==> config.mk <==
export PLATFORM = sky130hd
export DESIGN_NAME = mem_access_unit
export DESIGN_NICKNAME = d
export VERILOG_FILES = /design/src/rtl/mem_access_pkg.sv /design/src/rtl/mau_lane_align.sv /design/src/rtl/mem_access_unit.sv
export SDC_FILE = /design/constraint.sdc
export NUM_CORES = 1
export LEC_CHECK = 0
export CORE_MARGIN = 5
export CORE_UTILIZATION = 50
export CTS_CLUSTER_DIAMETER = 100
export DETAILED_ROUTE_END_ITERATION = 8
export MAX_ROUTING_LAYER = met4
export PLACE_DENSITY_LB_ADDON = 0.08
export SETUP_SLACK_MARGIN = 0.5
export SYNTH_ARGS = -nofsm -noshare
export SYNTH_HDL_FRONTEND = slang
export SYNTH_SLANG_ARGS = --single-unit
==> constraint.sdc <==
create_clock -name clk -period 3.14 [get_ports clk]
set_clock_uncertainty 0.05 [all_clocks]
set_input_delay 0.628 -clock clk [delete_from_list [all_inputs] [get_ports clk]]
set_output_delay 0.628 -clock clk [all_outputs]
set_load 0.02 [all_outputs]
==> src/rtl/mem_access_pkg.sv <==
// Shared encodings for the data-memory access unit.
//   SIZE_*        : request size field encodings
//   state_e       : access FSM states
//   misalign_err  : alignment / illegal-size check on the request
package mem_access_pkg;

  localparam logic [1:0] SIZE_BYTE = 2'b00;
  localparam logic [1:0] SIZE_HALF = 2'b01;
  localparam logic [1:0] SIZE_WORD = 2'b10;

  typedef enum logic [1:0] {
    ST_IDLE  = 2'd0,
    ST_READ  = 2'd1,
    ST_WRITE = 2'd2,
    ST_RESP  = 2'd3
  } state_e;

  // Flags a request whose size is illegal or whose address is not
  // naturally aligned for its size. The range check lives in the top
  // because it depends on the RAM depth parameter.
  function automatic logic misalign_err(input logic [1:0] size,
                                        input logic [1:0] addr_lo);
    case (size)
      SIZE_BYTE: return 1'b0;
      SIZE_HALF: return addr_lo[0];
      SIZE_WORD: return |addr_lo;
      default:   return 1'b1;
    endcase
  endfunction

endpackage

==> src/rtl/mau_lane_align.sv <==
// Byte-lane steering for the data-memory access unit (combinational).
//   word_i    : word read from RAM
//   wdata_i   : right-justified store data
//   addr_lo_i : byte offset within the word
//   size_i    : access size
//   signed_i  : sign-extend sub-word loads
//   load_o    : extracted + extended load result
//   merge_o   : word_i with the store lane(s) replaced by wdata_i
module mau_lane_align
  import mem_access_pkg::*;
(
  input  logic [31:0] word_i,
  input  logic [31:0] wdata_i,
  input  logic [1:0]  addr_lo_i,
  input  logic [1:0]  size_i,
  input  logic        signed_i,
  output logic [31:0] load_o,
  output logic [31:0] merge_o
);

  localparam int NUM_LANES = 4;
  localparam int VEC_W     = 8;

  logic [NUM_LANES-1:0][VEC_W-1:0] old_w, rep_w, mrg_w;
  logic [NUM_LANES-1:0]            be;
  logic [7:0]                      byte_sel;
  logic [15:0]                     half_sel;

  assign old_w = word_i;

  // Replicate the store data across the word so every lane sees its own
  // copy; the byte enables then pick which lanes take it.
  always_comb begin
    be    = 4'b1111;
    rep_w = wdata_i;
    case (size_i)
      SIZE_BYTE: begin
        be    = 4'b0001 << addr_lo_i;
        rep_w = {4{wdata_i[7:0]}};
      end
      SIZE_HALF: begin
        be    = addr_lo_i[1] ? 4'b1100 : 4'b0011;
        rep_w = {2{wdata_i[15:0]}};
      end
      default: ;
    endcase
  end

  for (genvar l = 0; l < NUM_LANES; l++) begin : g_lane
    assign mrg_w[l] = be[l] ? rep_w[l] : old_w[l];
  end

  assign merge_o = mrg_w;

  assign byte_sel = old_w[addr_lo_i];
  assign half_sel = addr_lo_i[1] ? word_i[31:16] : word_i[15:0];

  always_comb begin
    load_o = word_i;
    case (size_i)
      SIZE_BYTE: load_o = {{24{signed_i & byte_sel[7]}}, byte_sel};
      SIZE_HALF: load_o = {{16{signed_i & half_sel[15]}}, half_sel};
      default: ;
    endcase
  end

endmodule

==> src/rtl/mem_access_unit.sv <==
// Initiator side of the data-memory port. Converts byte/half/word loads
// and stores from the MEM stage into word-aligned RAM accesses; sub-word
// stores are done as read-modify-write.
//   clk, reset              : clock, async active-low reset
//   req_valid/req_ready     : request handshake (ready only in IDLE)
//   req_wr/size/signed/addr/wdata : request fields, latched on accept
//   resp_valid/rdata/err    : one-cycle completion pulse with result/error
//   mem_rd/wr/addr/wdata    : word RAM interface (write commits on negedge)
//   mem_rdata               : combinational RAM read data
module mem_access_unit
  import mem_access_pkg::*;
#(
  parameter int RAM_SIZE_BIT = 8
) (
  input  logic        clk,
  input  logic        reset,
  input  logic        req_valid,
  output logic        req_ready,
  input  logic        req_wr,
  input  logic [1:0]  req_size,
  input  logic        req_signed,
  input  logic [31:0] req_addr,
  input  logic [31:0] req_wdata,
  output logic        resp_valid,
  output logic [31:0] resp_rdata,
  output logic        resp_err,
  output logic        mem_rd,
  output logic        mem_wr,
  output logic [31:0] mem_addr,
  output logic [31:0] mem_wdata,
  input  logic [31:0] mem_rdata
);

  state_e      state_q, state_d;
  logic [31:0] addr_q, addr_d;
  logic [1:0]  size_q, size_d;
  logic        signed_q, signed_d;
  logic        wr_q, wr_d;
  logic        err_q, err_d;
  logic [31:0] wdata_q, wdata_d;   // store data, then the merged write word
  logic [31:0] rdata_q, rdata_d;

  logic [31:0] load_w, merge_w;
  logic        req_err;

  mau_lane_align u_align (
    .word_i    (mem_rdata),
    .wdata_i   (wdata_q),
    .addr_lo_i (addr_q[1:0]),
    .size_i    (size_q),
    .signed_i  (signed_q),
    .load_o    (load_w),
    .merge_o   (merge_w)
  );

  assign req_err = misalign_err(req_size, req_addr[1:0]) |
                   (|req_addr[31:RAM_SIZE_BIT+2]);

  always_comb begin
    state_d  = state_q;
    addr_d   = addr_q;
    size_d   = size_q;
    signed_d = signed_q;
    wr_d     = wr_q;
    err_d    = err_q;
    wdata_d  = wdata_q;
    rdata_d  = rdata_q;
    case (state_q)
      ST_IDLE: begin
        if (req_valid) begin
          addr_d   = req_addr;
          size_d   = req_size;
          signed_d = req_signed;
          wr_d     = req_wr;
          wdata_d  = req_wdata;
          err_d    = req_err;
          rdata_d  = '0;
          if (req_err)
            state_d = ST_RESP;
          else if (req_wr && req_size == SIZE_WORD)
            state_d = ST_WRITE;
          else
            state_d = ST_READ;
        end
      end
      ST_READ: begin
        // Sub-word stores reuse the store-data register for the merged word.
        if (wr_q) begin
          wdata_d = merge_w;
          state_d = ST_WRITE;
        end else begin
          rdata_d = load_w;
          state_d = ST_RESP;
        end
      end
      ST_WRITE: state_d = ST_RESP;
      default:  state_d = ST_IDLE;
    endcase
  end

  always_ff @(posedge clk or negedge reset) begin
    if (!reset) begin
      state_q  <= ST_IDLE;
      addr_q   <= '0;
      size_q   <= '0;
      signed_q <= 1'b0;
      wr_q     <= 1'b0;
      err_q    <= 1'b0;
      wdata_q  <= '0;
      rdata_q  <= '0;
    end else begin
      state_q  <= state_d;
      addr_q   <= addr_d;
      size_q   <= size_d;
      signed_q <= signed_d;
      wr_q     <= wr_d;
      err_q    <= err_d;
      wdata_q  <= wdata_d;
      rdata_q  <= rdata_d;
    end
  end

  // rdata_q is cleared on accept, so stores and errors return zero.
  assign req_ready  = (state_q == ST_IDLE);
  assign resp_valid = (state_q == ST_RESP);
  assign resp_err   = (state_q == ST_RESP) & err_q;
  assign resp_rdata = (state_q == ST_RESP) ? rdata_q : '0;
  assign mem_rd     = (state_q == ST_READ);
  assign mem_wr     = (state_q == ST_WRITE);
  assign mem_addr   = {addr_q[31:2], 2'b00};
  assign mem_wdata  = (state_q == ST_WRITE) ? wdata_q : '0;

endmodule

==> flow_metrics.py, run 1 <==
metrics = {
    "critical_path": {
        "regToRegSetupSlack_ns": 0.70,
        "cp_cell_sequence": "ha_2 > buf_8 > and2_1 > clkdlybuf4s50_1",
        "reg2reg_depth": 4,
        "worstSetupPathType": "reg2out",
        "worst-endpoint-required_ns": 2.46,
        "timing.critical_path.fanout_max": 33,
        "worst_ep_arrival_time_ns": 1.99,
        "cp-end-kind": "output pin",
        "critical_path.startpoint_type": "flip-flop",
        "worst_path_slowest_cell": "sky130_fd_sc_hd__clkdlybuf4s50_1",
        "regToRegEndpoint": "rdata_q[20]",
        "cpLargestDelayFamily": "buffers and inverters",
        "critical_path.reg2reg.startpoint": "size_q[1]",
        "total_buffers_and_inverters_traversed_by_the_critical_path": 2,
        "critical_path.max_stage_delay_ns": 0.60,
    },
    "pwr": {
        "vdd_drop_max_mv": 0.623,
        "p_comb_share_pct": 56.0,
        "clock_power_share_pct": 14.1,
        "p_total_mw": 7.96,
        "share_seq_of_total_power_pct": 29.9,
        "sw_frac_of_total_pct": 42.9,
        "total_switching_power_mw": 3.41,
        "intPower_mw": 4.54,
        "static-leakage-power_nw": 3.98,
        "power_per_cell_area_nw_per_um2": 968,
    },
    "final_layout": {
        "layout_cell_share_with_drive_strength_beyond_1_pct": 12.0,
        "fin_cells": 897,
        "utilization_pct": 69.0,
        "antennaDiodeCount": 0,
        "nFillCells": 934,
        "seq_area_sq_um": 2580,
        "multiInputGateArea_sq_um": 2970,
        "area_delta_synth_final_pct": 36.7,
        "nNetsFinal": 852,
    },
    "placement": {
        "post_place_cells": 881,
        "post-dp-hpwl_mm": 14.1,
        "placement.io_buffers": 201,
        "routabilityCongestion": 0.934,
    },
    "clock_network": {
        "cts_made_buffers": 9,
        "cts_max_level": 3,
        "cts-root-buf": "sky130_fd_sc_hd__clkbuf_16",
        "clock_tree.buffer_depth": 2,
        "clk_pin_slew_worst_paths_ns": 0.07,
        "tritoncts_clock_tree": "built",
        "clock_net_sink_count": 103,
        "insertion_delay_ns": 0.35,
    },
    "routing": {
        "drtAntennaViolNets": 0,
        "per_cell_routed_wire_length_microns": 21.1,
        "wirelength_mm": 19.0,
        "vias_per_cell": 5.87,
        "detail_route.drc_violations": 0,
        "via_count": 5261,
        "first_iter_violations": 478,
        "first_pass_iters": 5,
    },
    "run_status": {
        "run_status": "complete, no violations",
    },
    "synthesis": {
        "number_of_flops_mapped_to_enable_cells_by_yosys": 0,
        "synth_commonest_cells": "103 x sky130_fd_sc_hd__dfrtp_1, 57 x sky130_fd_sc_hd__and2_1, 48 x sky130_fd_sc_hd__mux2_2",
        "post_synth_num_cell_types": 51,
        "post_synth_instance_area_sq_um": 6020,
        "synth_area_per_cell_sq_um": 10.1,
        "synth.area.top_cells": "sky130_fd_sc_hd__dfrtp_1 43%, sky130_fd_sc_hd__mux2_2 9.0%, sky130_fd_sc_hd__mux2i_1 7.0%",
        "synth_top_area_share_pct": 42.8,
        "ys_async_sr_fraction_pct": 100,
        "yosys_most_used_dff": "sky130_fd_sc_hd__dfrtp_1",
        "yosys_warnings": 0,
        "ys_seq_elements": 103,
        "synth_area_leader_cell": "sky130_fd_sc_hd__dfrtp_1",
        "synth_most_common_cell": "sky130_fd_sc_hd__dfrtp_1",
        "synth_cells": 595,
        "synth.yosys.seq_area_share_pct": 42.8,
    },
    "timing": {
        "slew_headroom_pct": 50.9,
        "setup_violators_final": 0,
        "rsz0062_at_grt": "true",
        "final-hold-violation-count": 0,
        "achievable_frequency_mhz": 374,
        "post-route-period-util_pct": 85.1,
        "timing.setup.tns_ns": 0,
        "drv_slew": 0,
        "max_slew.worst_pin.slew_ns": 0.734,
        "post-route-min-period_ns": 2.67,
        "hold_ws_ns": 0.228,
    },
    "floorplanning": {
        "starting_density_pct": 50.5,
        "top_level_ports": 204,
        "core_sq_um": 11900,
        "floorplan.rows": 40,
        "die-width_microns": 120,
        "die-height_microns": 120,
        "dieArea_sq_um": 14300,
    },
    "global_route": {
        "grt_pass1_wl_mm": 29.4,
        "grt_start_max_net_pins": 61,
        "antenna_found_initial": 0,
        "grt_util_all_layers_pct": 27.0,
        "grt.overflow.total": 0,
        "via_count_of_the_first_global_routing_pass": 5426,
    },
    "hold_path": {
        "class_of_the_tightest_hold_or_removal_check": "in2async",
    },
    "job": {
        "max-cap-violations": 0,
    },
}
[sequential cells by signal (all words and copies together) (netlist names)]
| signal | flops |
|---|---|
| addr_q | 32 |
| rdata_q | 32 |
| wdata_q | 32 |
| size_q | 2 |
| state_q | 2 |
| err_q | 1 |
| signed_q | 1 |
| wr_q | 1 |
[worst max-delay path by stage]
stage	from	end	slack, ns	depth (start not counted)
2_1_floorplan	state_q[0]	mem_wdata[10]	1.03	4
3_3_place_gp	req_valid	rdata_q[30]	0.41	6
3_5_place_dp	req_valid	rdata_q[25]	0.38	6
4_1_cts	state_q[0]	resp_rdata[29]	0.32	4
5_1_grt	state_q[0]	resp_rdata[0]	0.39	4
6_report	state_q[0]	resp_rdata[20]	0.47	4
[power groups by stage]
stage	Sequential [mW]	Combinational [mW]	Clock [mW]
after floorplan	2.14	3.38	0
after global placement	2.35	4.42	0
after detailed placement	2.38	4.52	0
after global routing	2.45	4.82	1.19
final	2.38	4.46	1.12
after CTS	2.37	4.47	1.14
[layout make-up]
type                            instances  area share (%)
Multi-Input combinational cell        405            36.1
Sequential cell                       103            31.3
Timing Repair Buffer                  212            26.1
Clock buffer                            9            2.74
Tap cell                              147            2.24
Clock inverter                          7           0.776
Inverter                               14           0.654
[per-stage QoR]
stage / setup WS [ns] / instance area, sq um
floorplan: 1.03 / 6020
global placement: 0.405 / 7890
detailed placement: 0.380 / 7890
CTS: 0.317 / 8150
global route: 0.388 / 8220
finish: 0.468 / 8220
[logic make-up (layout without fill, tap and decap cells)]
logic type / Yosys count / in the layout / share of synthesized area, %
simple gates: 177 / 177 / 16.8
compound gates: 132 / 132 / 15.5
fa+ha+maj: 4 / 4 / 0.832
buf+inv: 88 / 242 / 8.05
flops: 103 / 103 / 42.8
other cells: 1 / 2 / 0.0623
mux: 90 / 90 / 16.0
[layout by cell type (no fill, tap or decap), types with 2 or more instances in the layout]
| cell | Yosys | routed |
|---|---|---|
| sky130_fd_sc_hd__a211oi_1 | 2 | 2 |
| sky130_fd_sc_hd__a21o_1 | 4 | 3 |
| sky130_fd_sc_hd__a21oi_1 | 35 | 35 |
| sky130_fd_sc_hd__a221o_1 | 15 | 15 |
| sky130_fd_sc_hd__a22o_1 | 2 | 2 |
| sky130_fd_sc_hd__a311oi_1 | 7 | 7 |
| sky130_fd_sc_hd__and2_1 | 57 | 57 |
| sky130_fd_sc_hd__buf_12 | 0 | 2 |
| sky130_fd_sc_hd__buf_4 | 33 | 8 |
| sky130_fd_sc_hd__clkbuf_16 | 0 | 9 |
| sky130_fd_sc_hd__clkdlybuf4s50_1 | 0 | 142 |
| sky130_fd_sc_hd__clkinv_2 | 0 | 6 |
| sky130_fd_sc_hd__conb_1 | 1 | 2 |
| sky130_fd_sc_hd__dfrtp_1 | 103 | 103 |
| sky130_fd_sc_hd__dlygate4sd2_1 | 0 | 33 |
| sky130_fd_sc_hd__dlymetal6s2s_1 | 0 | 25 |
| sky130_fd_sc_hd__ha_1 | 4 | 2 |
| sky130_fd_sc_hd__ha_2 | 0 | 2 |
| sky130_fd_sc_hd__inv_1 | 12 | 12 |
| sky130_fd_sc_hd__mux2_2 | 48 | 48 |
| sky130_fd_sc_hd__mux2i_1 | 42 | 42 |
| sky130_fd_sc_hd__nand2_1 | 37 | 37 |
| sky130_fd_sc_hd__nand2b_1 | 9 | 9 |
| sky130_fd_sc_hd__nand2b_4 | 2 | 2 |
| sky130_fd_sc_hd__nand4b_1 | 8 | 8 |
| sky130_fd_sc_hd__nor2_1 | 22 | 22 |
| sky130_fd_sc_hd__nor2b_1 | 12 | 12 |
| sky130_fd_sc_hd__nor3_1 | 2 | 2 |
| sky130_fd_sc_hd__nor3b_1 | 8 | 8 |
| sky130_fd_sc_hd__nor4_1 | 5 | 5 |
| sky130_fd_sc_hd__o21ai_0 | 32 | 32 |
| sky130_fd_sc_hd__o21ai_1 | 2 | 2 |
| sky130_fd_sc_hd__o221ai_1 | 16 | 16 |
| sky130_fd_sc_hd__o31ai_1 | 8 | 8 |
| sky130_fd_sc_hd__or3_1 | 7 | 7 |
[timing repair]
| item | 4_1_cts | 5_1_grt |
|---|---|---|
| pin swaps | 0 | 0 |
| gates resized for setup | 38 | 28 |
| buffers inserted | 0 | 0 |
| setup endpoints to repair | 86 | 36 |
| hold buffers | 0 | 0 |
[layer usage]
layer / global-route usage (%) / wire, microns / vias to the layer above
li1: - / - / 2392
met1: 34.9 / 8030 / 2558
met2: 40.7 / 8760 / 255
met3: 6.50 / 1530 / 56
met4: 11.7 / 645 / 0
met5: - / 0 / -
Note: power is estimated with default switching activity, not from simulation.
==> run 2: changes to the inputs <==
--- a/config.mk
+++ b/config.mk
@@ -5,8 +5,9 @@
 export SDC_FILE = /design/constraint.sdc
 export NUM_CORES = 1
 export LEC_CHECK = 0
+export CORE_ASPECT_RATIO = 0.75
 export CORE_MARGIN = 5
-export CORE_UTILIZATION = 50
+export CORE_UTILIZATION = 46
 export CTS_CLUSTER_DIAMETER = 100
 export DETAILED_ROUTE_END_ITERATION = 8
 export MAX_ROUTING_LAYER = met4
==> constraint.sdc (replaced) <==
create_clock -name clk -period 2.9 [get_ports clk]
set_clock_uncertainty 0.05 [all_clocks]
set_input_delay 0.58 -clock clk [delete_from_list [all_inputs] [get_ports clk]]
set_output_delay 0.58 -clock clk [all_outputs]
set_load 0.02 [all_outputs]
==> run 2 against run 1 <==
Effect of this change: die area rose by 8.1%; largest power group unchanged; global-route usage fell by 1.3 points; final area rose by 0.99%; first-iteration DRC count fell by 1.5%; critical endpoint is now mem_wdata[23].
==> flow_metrics.py, run 2 (synthesis gave the netlist of run 1 again) <==
metrics = {
    "floorplanning": {
        "floorplan.rows": 36,
        "dieArea_sq_um": 15500,
        "starting_density_pct": 46.7,
        "top_level_ports": 204,
        "die-width_microns": 142,
        "core_sq_um": 12900,
        "die-height_microns": 109,
    },
    "routing": {
        "first_pass_iters": 5,
        "first_iter_violations": 471,
        "drtAntennaViolNets": 0,
        "per_cell_routed_wire_length_microns": 21.0,
        "detail_route.drc_violations": 0,
        "via_count": 5290,
        "wirelength_mm": 19.5,
        "vias_per_cell": 5.71,
        "wl_met1_mm": 8.81,
        "top_layer_in_use": "met4",
        "detail_route_met3_wl_mm": 1.55,
        "dr_wl_met2_mm": 8.77,
    },
    "final_layout": {
        "antennaDiodeCount": 0,
        "area_delta_synth_final_pct": 38.0,
        "layout_cell_share_with_drive_strength_beyond_1_pct": 17.9,
        "nFillCells": 1077,
        "seq_area_sq_um": 2580,
        "multiInputGateArea_sq_um": 3000,
        "final_cell_mix": "132 x sky130_fd_sc_hd__clkdlybuf4s50_1, 100 x sky130_fd_sc_hd__dfrtp_1, 57 x sky130_fd_sc_hd__and2_1",
        "largestRegisters": "addr_q x32, rdata_q x32, wdata_q x32",
        "postLayoutCellArea_sq_um": 8300,
        "nNetsFinal": 858,
        "mostFrequentLayoutCell": "sky130_fd_sc_hd__clkdlybuf4s50_1",
        "fin_cells": 927,
        "utilization_pct": 64.5,
    },
    "pwr": {
        "p_total_mw": 8.85,
        "static-leakage-power_nw": 3.59,
        "power_per_cell_area_nw_per_um2": 1070,
        "vdd_drop_max_mv": 0.559,
    },
    "timing": {
        "rsz0062_at_grt": "true",
        "achievable_frequency_mhz": 425,
        "final-hold-violation-count": 0,
        "drv_slew": 0,
        "timing.setup.tns_ns": 0,
        "slew_headroom_pct": 51.4,
        "setup_violators_final": 0,
        "final.setup.worst_slack_ns": 0.548,
        "post-route-min-period_ns": 2.35,
        "post-route-period-util_pct": 81.1,
        "max_slew.worst_pin.slew_ns": 0.730,
        "hold_ws_ns": 0.228,
    },
    "critical_path": {
        "worstSetupPathType": "reg2out",
        "worst_ep_arrival_time_ns": 1.72,
        "critical_path.reg2reg.startpoint": "state_q[0]",
        "critical_path.max_stage_delay_ns": 0.44,
        "worst-endpoint-required_ns": 2.27,
        "regToRegEndpoint": "rdata_q[17]",
        "cpLargestDelayFamily": "buffers and inverters",
        "total_buffers_and_inverters_traversed_by_the_critical_path": 3,
        "regToRegSetupSlack_ns": 0.65,
        "timing.critical_path.fanout_max": 21,
        "worst_path_slowest_cell": "sky130_fd_sc_hd__dfrtp_2",
        "critical_path.startpoint_type": "flip-flop",
        "cp-end-kind": "output pin",
        "cp_cell_sequence": "inv_1 > ha_4 > buf_8 > and2_1 > clkdlybuf4s15_1",
        "reg2reg_depth": 6,
    },
    "clock_network": {
        "cts_made_buffers": 9,
        "clk_pin_slew_worst_paths_ns": 0.07,
        "clock_tree.buffer_depth": 2,
        "insertion_delay_ns": 0.35,
        "cts-root-buf": "sky130_fd_sc_hd__clkbuf_16",
        "post_cts_hold_buffer_count": 0,
        "cts_max_level": 3,
        "clock_net_sink_count": 103,
        "tritoncts_clock_tree": "built",
    },
    "hold_path": {
        "class_of_the_tightest_hold_or_removal_check": "in2async",
    },
    "placement": {
        "post_place_cells": 910,
        "routabilityCongestion": 0.895,
        "post-dp-hpwl_mm": 14.5,
        "place_ws_ns": 0.205,
        "detailed_place.area_sq_um": 7940,
        "placement.io_buffers": 201,
    },
    "global_route": {
        "grt_start_max_net_pins": 104,
        "via_count_of_the_first_global_routing_pass": 5308,
        "grt_util_all_layers_pct": 25.7,
        "grt.overflow.total": 0,
        "antenna_found_initial": 0,
        "grt_pass1_wl_mm": 30.1,
    },
    "run_status": {
        "run_status": "complete, no violations",
    },
    "job": {
        "max-cap-violations": 0,
    },
}
## run 2: how the worst max path moves through the flow
stage | cells after the start | from | end | slack (ns)
3_5_place_dp | 5 | req_valid | rdata_q[17] | 0.20
6_report | 5 | state_q[0] | mem_wdata[23] | 0.55
2_1_floorplan | 8 | state_q[1] | wdata_q[16] | 0.82
5_1_grt | 5 | state_q[0] | mem_wdata[23] | 0.46
4_1_cts | 5 | state_q[0] | mem_wdata[15] | 0.45
3_3_place_gp | 5 | req_valid | rdata_q[18] | 0.31
## run 2: layout make-up
cell class | instances | share of cell area, %
multi-input cells | 405 | 36.1
flip-flops and latches | 103 | 31.1
repair buffers | 218 | 25.7
clock buffers | 11 | 2.92
well taps | 171 | 2.58
clock inverters | 5 | 0.979
inverters | 14 | 0.663
## run 2: per-layer routing
layer	vias up	track usage [%]
met5	-	-
met4	0	6.58
met3	28	5.30
met2	254	37.8
met1	2598	36.4
li1	2410	-
## run 2: where the power goes
group	total (mW)	internal [mW]	switching, mW
logic	4.96	2.26	2.71
registers	2.57	2.06	0.506
clock network	1.32	0.781	0.541
## run 2: repair_timing
item / in CTS / in global routing
resized for setup: 132 / 25
buffers inserted: 0 / 1
pin swaps: 0 / 1
setup endpoints to repair: 116 / 92
==> run 3: changes to the inputs <==
--- a/config.mk
+++ b/config.mk
@@ -7,7 +7,7 @@
 export LEC_CHECK = 0
 export CORE_ASPECT_RATIO = 0.75
 export CORE_MARGIN = 5
-export CORE_UTILIZATION = 46
+export CORE_UTILIZATION = 42
 export CTS_CLUSTER_DIAMETER = 100
 export DETAILED_ROUTE_END_ITERATION = 8
 export MAX_ROUTING_LAYER = met4
==> constraint.sdc (replaced) <==
create_clock -name clk -period 2 [get_ports clk]
set_clock_uncertainty 0.05 [all_clocks]
set_input_delay 0.4 -clock clk [delete_from_list [all_inputs] [get_ports clk]]
set_output_delay 0.4 -clock clk [all_outputs]
set_load 0.02 [all_outputs]
==> run 3 against run 2 <==
Effect of this change: the run now ends with setup timing left; hold slack gained 0.13 ns; via count grew 9.9%; routed wire length grew 20%; sequential share of layout area shrank 5.6 points; utilization grew 8.3 points; final area grew 22%; critical endpoint is now rdata_q[4].
==> flow_metrics.py, run 3 (synthesis gave the netlist of run 1 again) <==
metrics = {
    "pwr": {
        "static-leakage-power_nw": 4.57,
        "vdd_drop_max_mv": 0.723,
        "power_per_cell_area_nw_per_um2": 1650,
        "p_total_mw": 16.7,
    },
    "hold_path": {
        "class_of_the_tightest_hold_or_removal_check": "in2async",
    },
    "timing": {
        "setup_violators_final": 70,
        "hold_ws_ns": 0.355,
        "slew_headroom_pct": 62.3,
        "final-hold-violation-count": 0,
        "post-route-period-util_pct": 103,
        "max_slew.worst_pin.slew_ns": 0.563,
        "post-route-min-period_ns": 2.06,
        "final.setup.worst_slack_ns": -0.0645,
        "drv_slew": 0,
        "achievable_frequency_mhz": 484,
        "rsz0062_at_grt": "true",
    },
    "floorplanning": {
        "die-width_microns": 148,
        "dieArea_sq_um": 16800,
        "top_level_ports": 204,
        "die-height_microns": 114,
        "starting_density_pct": 43.3,
        "floorplan.rows": 37,
        "core_sq_um": 13900,
    },
    "clock_network": {
        "insertion_delay_ns": 0.35,
        "cts-root-buf": "sky130_fd_sc_hd__clkbuf_16",
        "cts_max_level": 3,
        "clock_net_sink_count": 103,
        "cts_made_buffers": 9,
        "tritoncts_clock_tree": "built",
        "clock_tree.buffer_depth": 2,
        "clk_pin_slew_worst_paths_ns": 0.07,
    },
    "run_status": {
        "run_status": "finished with violations",
        "violations": "setup timing",
    },
    "final_layout": {
        "final_cell_mix": "115 x sky130_fd_sc_hd__clkdlybuf4s50_1, 102 x sky130_fd_sc_hd__dfrtp_1, 78 x sky130_fd_sc_hd__buf_4",
        "utilization_pct": 72.8,
        "antennaDiodeCount": 0,
        "nNetsFinal": 945,
        "mostFrequentLayoutCell": "sky130_fd_sc_hd__clkdlybuf4s50_1",
        "layout_cell_share_with_drive_strength_beyond_1_pct": 41.9,
        "largestRegisters": "addr_q x32, rdata_q x32, wdata_q x32",
        "area_delta_synth_final_pct": 68.1,
    },
    "routing": {
        "wirelength_mm": 23.3,
        "via_count": 5813,
        "first_iter_violations": 424,
        "vias_per_cell": 5.71,
        "first_pass_iters": 7,
        "drtAntennaViolNets": 0,
        "detail_route.drc_violations": 0,
        "per_cell_routed_wire_length_microns": 22.9,
    },
    "placement": {
        "routabilityCongestion": 0.970,
        "placement.io_buffers": 201,
        "post-dp-hpwl_mm": 16.0,
    },
    "critical_path": {
        "worst-endpoint-required_ns": 2.20,
        "critical_path.reg2reg.startpoint": "state_q[1]",
        "critical_path.startpoint_type": "flip-flop",
        "worstSetupPathType": "reg2reg",
        "timing.critical_path.fanout_max": 8,
        "worst_ep_arrival_time_ns": 2.27,
        "cp-end-kind": "flip-flop",
        "crit_start": "state_q[1]",
    },
    "global_route": {
        "grt.overflow.total": 0,
        "grt_start_max_net_pins": 57,
        "grt_util_all_layers_pct": 26.2,
        "via_count_of_the_first_global_routing_pass": 5770,
        "grt_pass1_wl_mm": 33.6,
        "antenna_found_initial": 0,
    },
    "job": {
        "max-cap-violations": 0,
    },
}
run 3: metrics by stage:
| stage | std cells | setup WS [ns] | setup TNS [ns] | instance area (sq um) |
|---|---|---|---|---|
| 2_1_floorplan | 596 | 0.153 | 0 | 6370 |
| 3_3_place_gp | 959 | -0.165 | -4.10 | 8640 |
| 3_5_place_dp | 959 | -0.127 | -6.00 | 8640 |
| 4_1_cts | 995 | -0.0277 | -0.836 | 9210 |
| 5_1_grt | 1018 | -0.140 | -8.54 | 10100 |
| 6_report | 1018 | -0.0645 | -2.52 | 10100 |
run 3: cell type report:
cell class / instances / area [sq um]
tap: 175 / 219
multi-input combinational: 405 / 3760
clock inverter: 5 / 40.0
clock buffer: 11 / 243
fill: 1003 / 3780
inverter: 14 / 65.1
sequential: 103 / 2580
timing repair buffer: 305 / 3210
run 3: worst paths after layout:
check,end,slack [ns],cells after the start
worst max register to register,rdata_q[4],-0.06,11
worst min register to register,wdata_q[19],0.43,2
min in group clk,wdata_q[19],0.43,2
worst max-delay path,rdata_q[4],-0.06,11
max in group asynchronous,wdata_q[22],1.02,3
worst min-delay path,addr_q[26],0.35,2
run 3: power breakdown:
group          total (mW)  internal, mW  switching [mW]
clock                1.73         0.895           0.838
combinational        11.2          5.69            5.49
sequential           3.75          2.99           0.765
total                16.7          9.57            7.09
run 3: metal layers:
metal | up-vias | wire, microns | global-route usage, %
met5 | - | 0 | -
met4 | 0 | 308 | 4.80
met3 | 29 | 1610 | 4.53
met2 | 268 | 10400 | 38.1
met1 | 2926 | 11000 | 38.7
li1 | 2590 | - | -
run 3: critical path: stages (launching register included):
cell and delay, ns:
sky130_fd_sc_hd__dfrtp_1 0.43, sky130_fd_sc_hd__buf_6 0.15, sky130_fd_sc_hd__inv_6 0.06, sky130_fd_sc_hd__ha_4 0.15, sky130_fd_sc_hd__buf_6 0.11, sky130_fd_sc_hd__mux2i_4 0.32, sky130_fd_sc_hd__a21o_4 0.23, sky130_fd_sc_hd__buf_6 0.12
sky130_fd_sc_hd__buf_6 0.08, sky130_fd_sc_hd__buf_12 0.15, sky130_fd_sc_hd__nand2_4 0.06, sky130_fd_sc_hd__o31ai_2 0.06
run 3: what timing repair did:
item | 4_1_cts | 5_1_grt
endpoints found under the setup margin | 202 | 202
hold endpoints to repair | 5 | 0
gates resized for setup | 324 | 148
buffers inserted | 14 | 12
pin swaps | 5 | 18
cloned | 5 | 11
hold buffers | 1 | 0
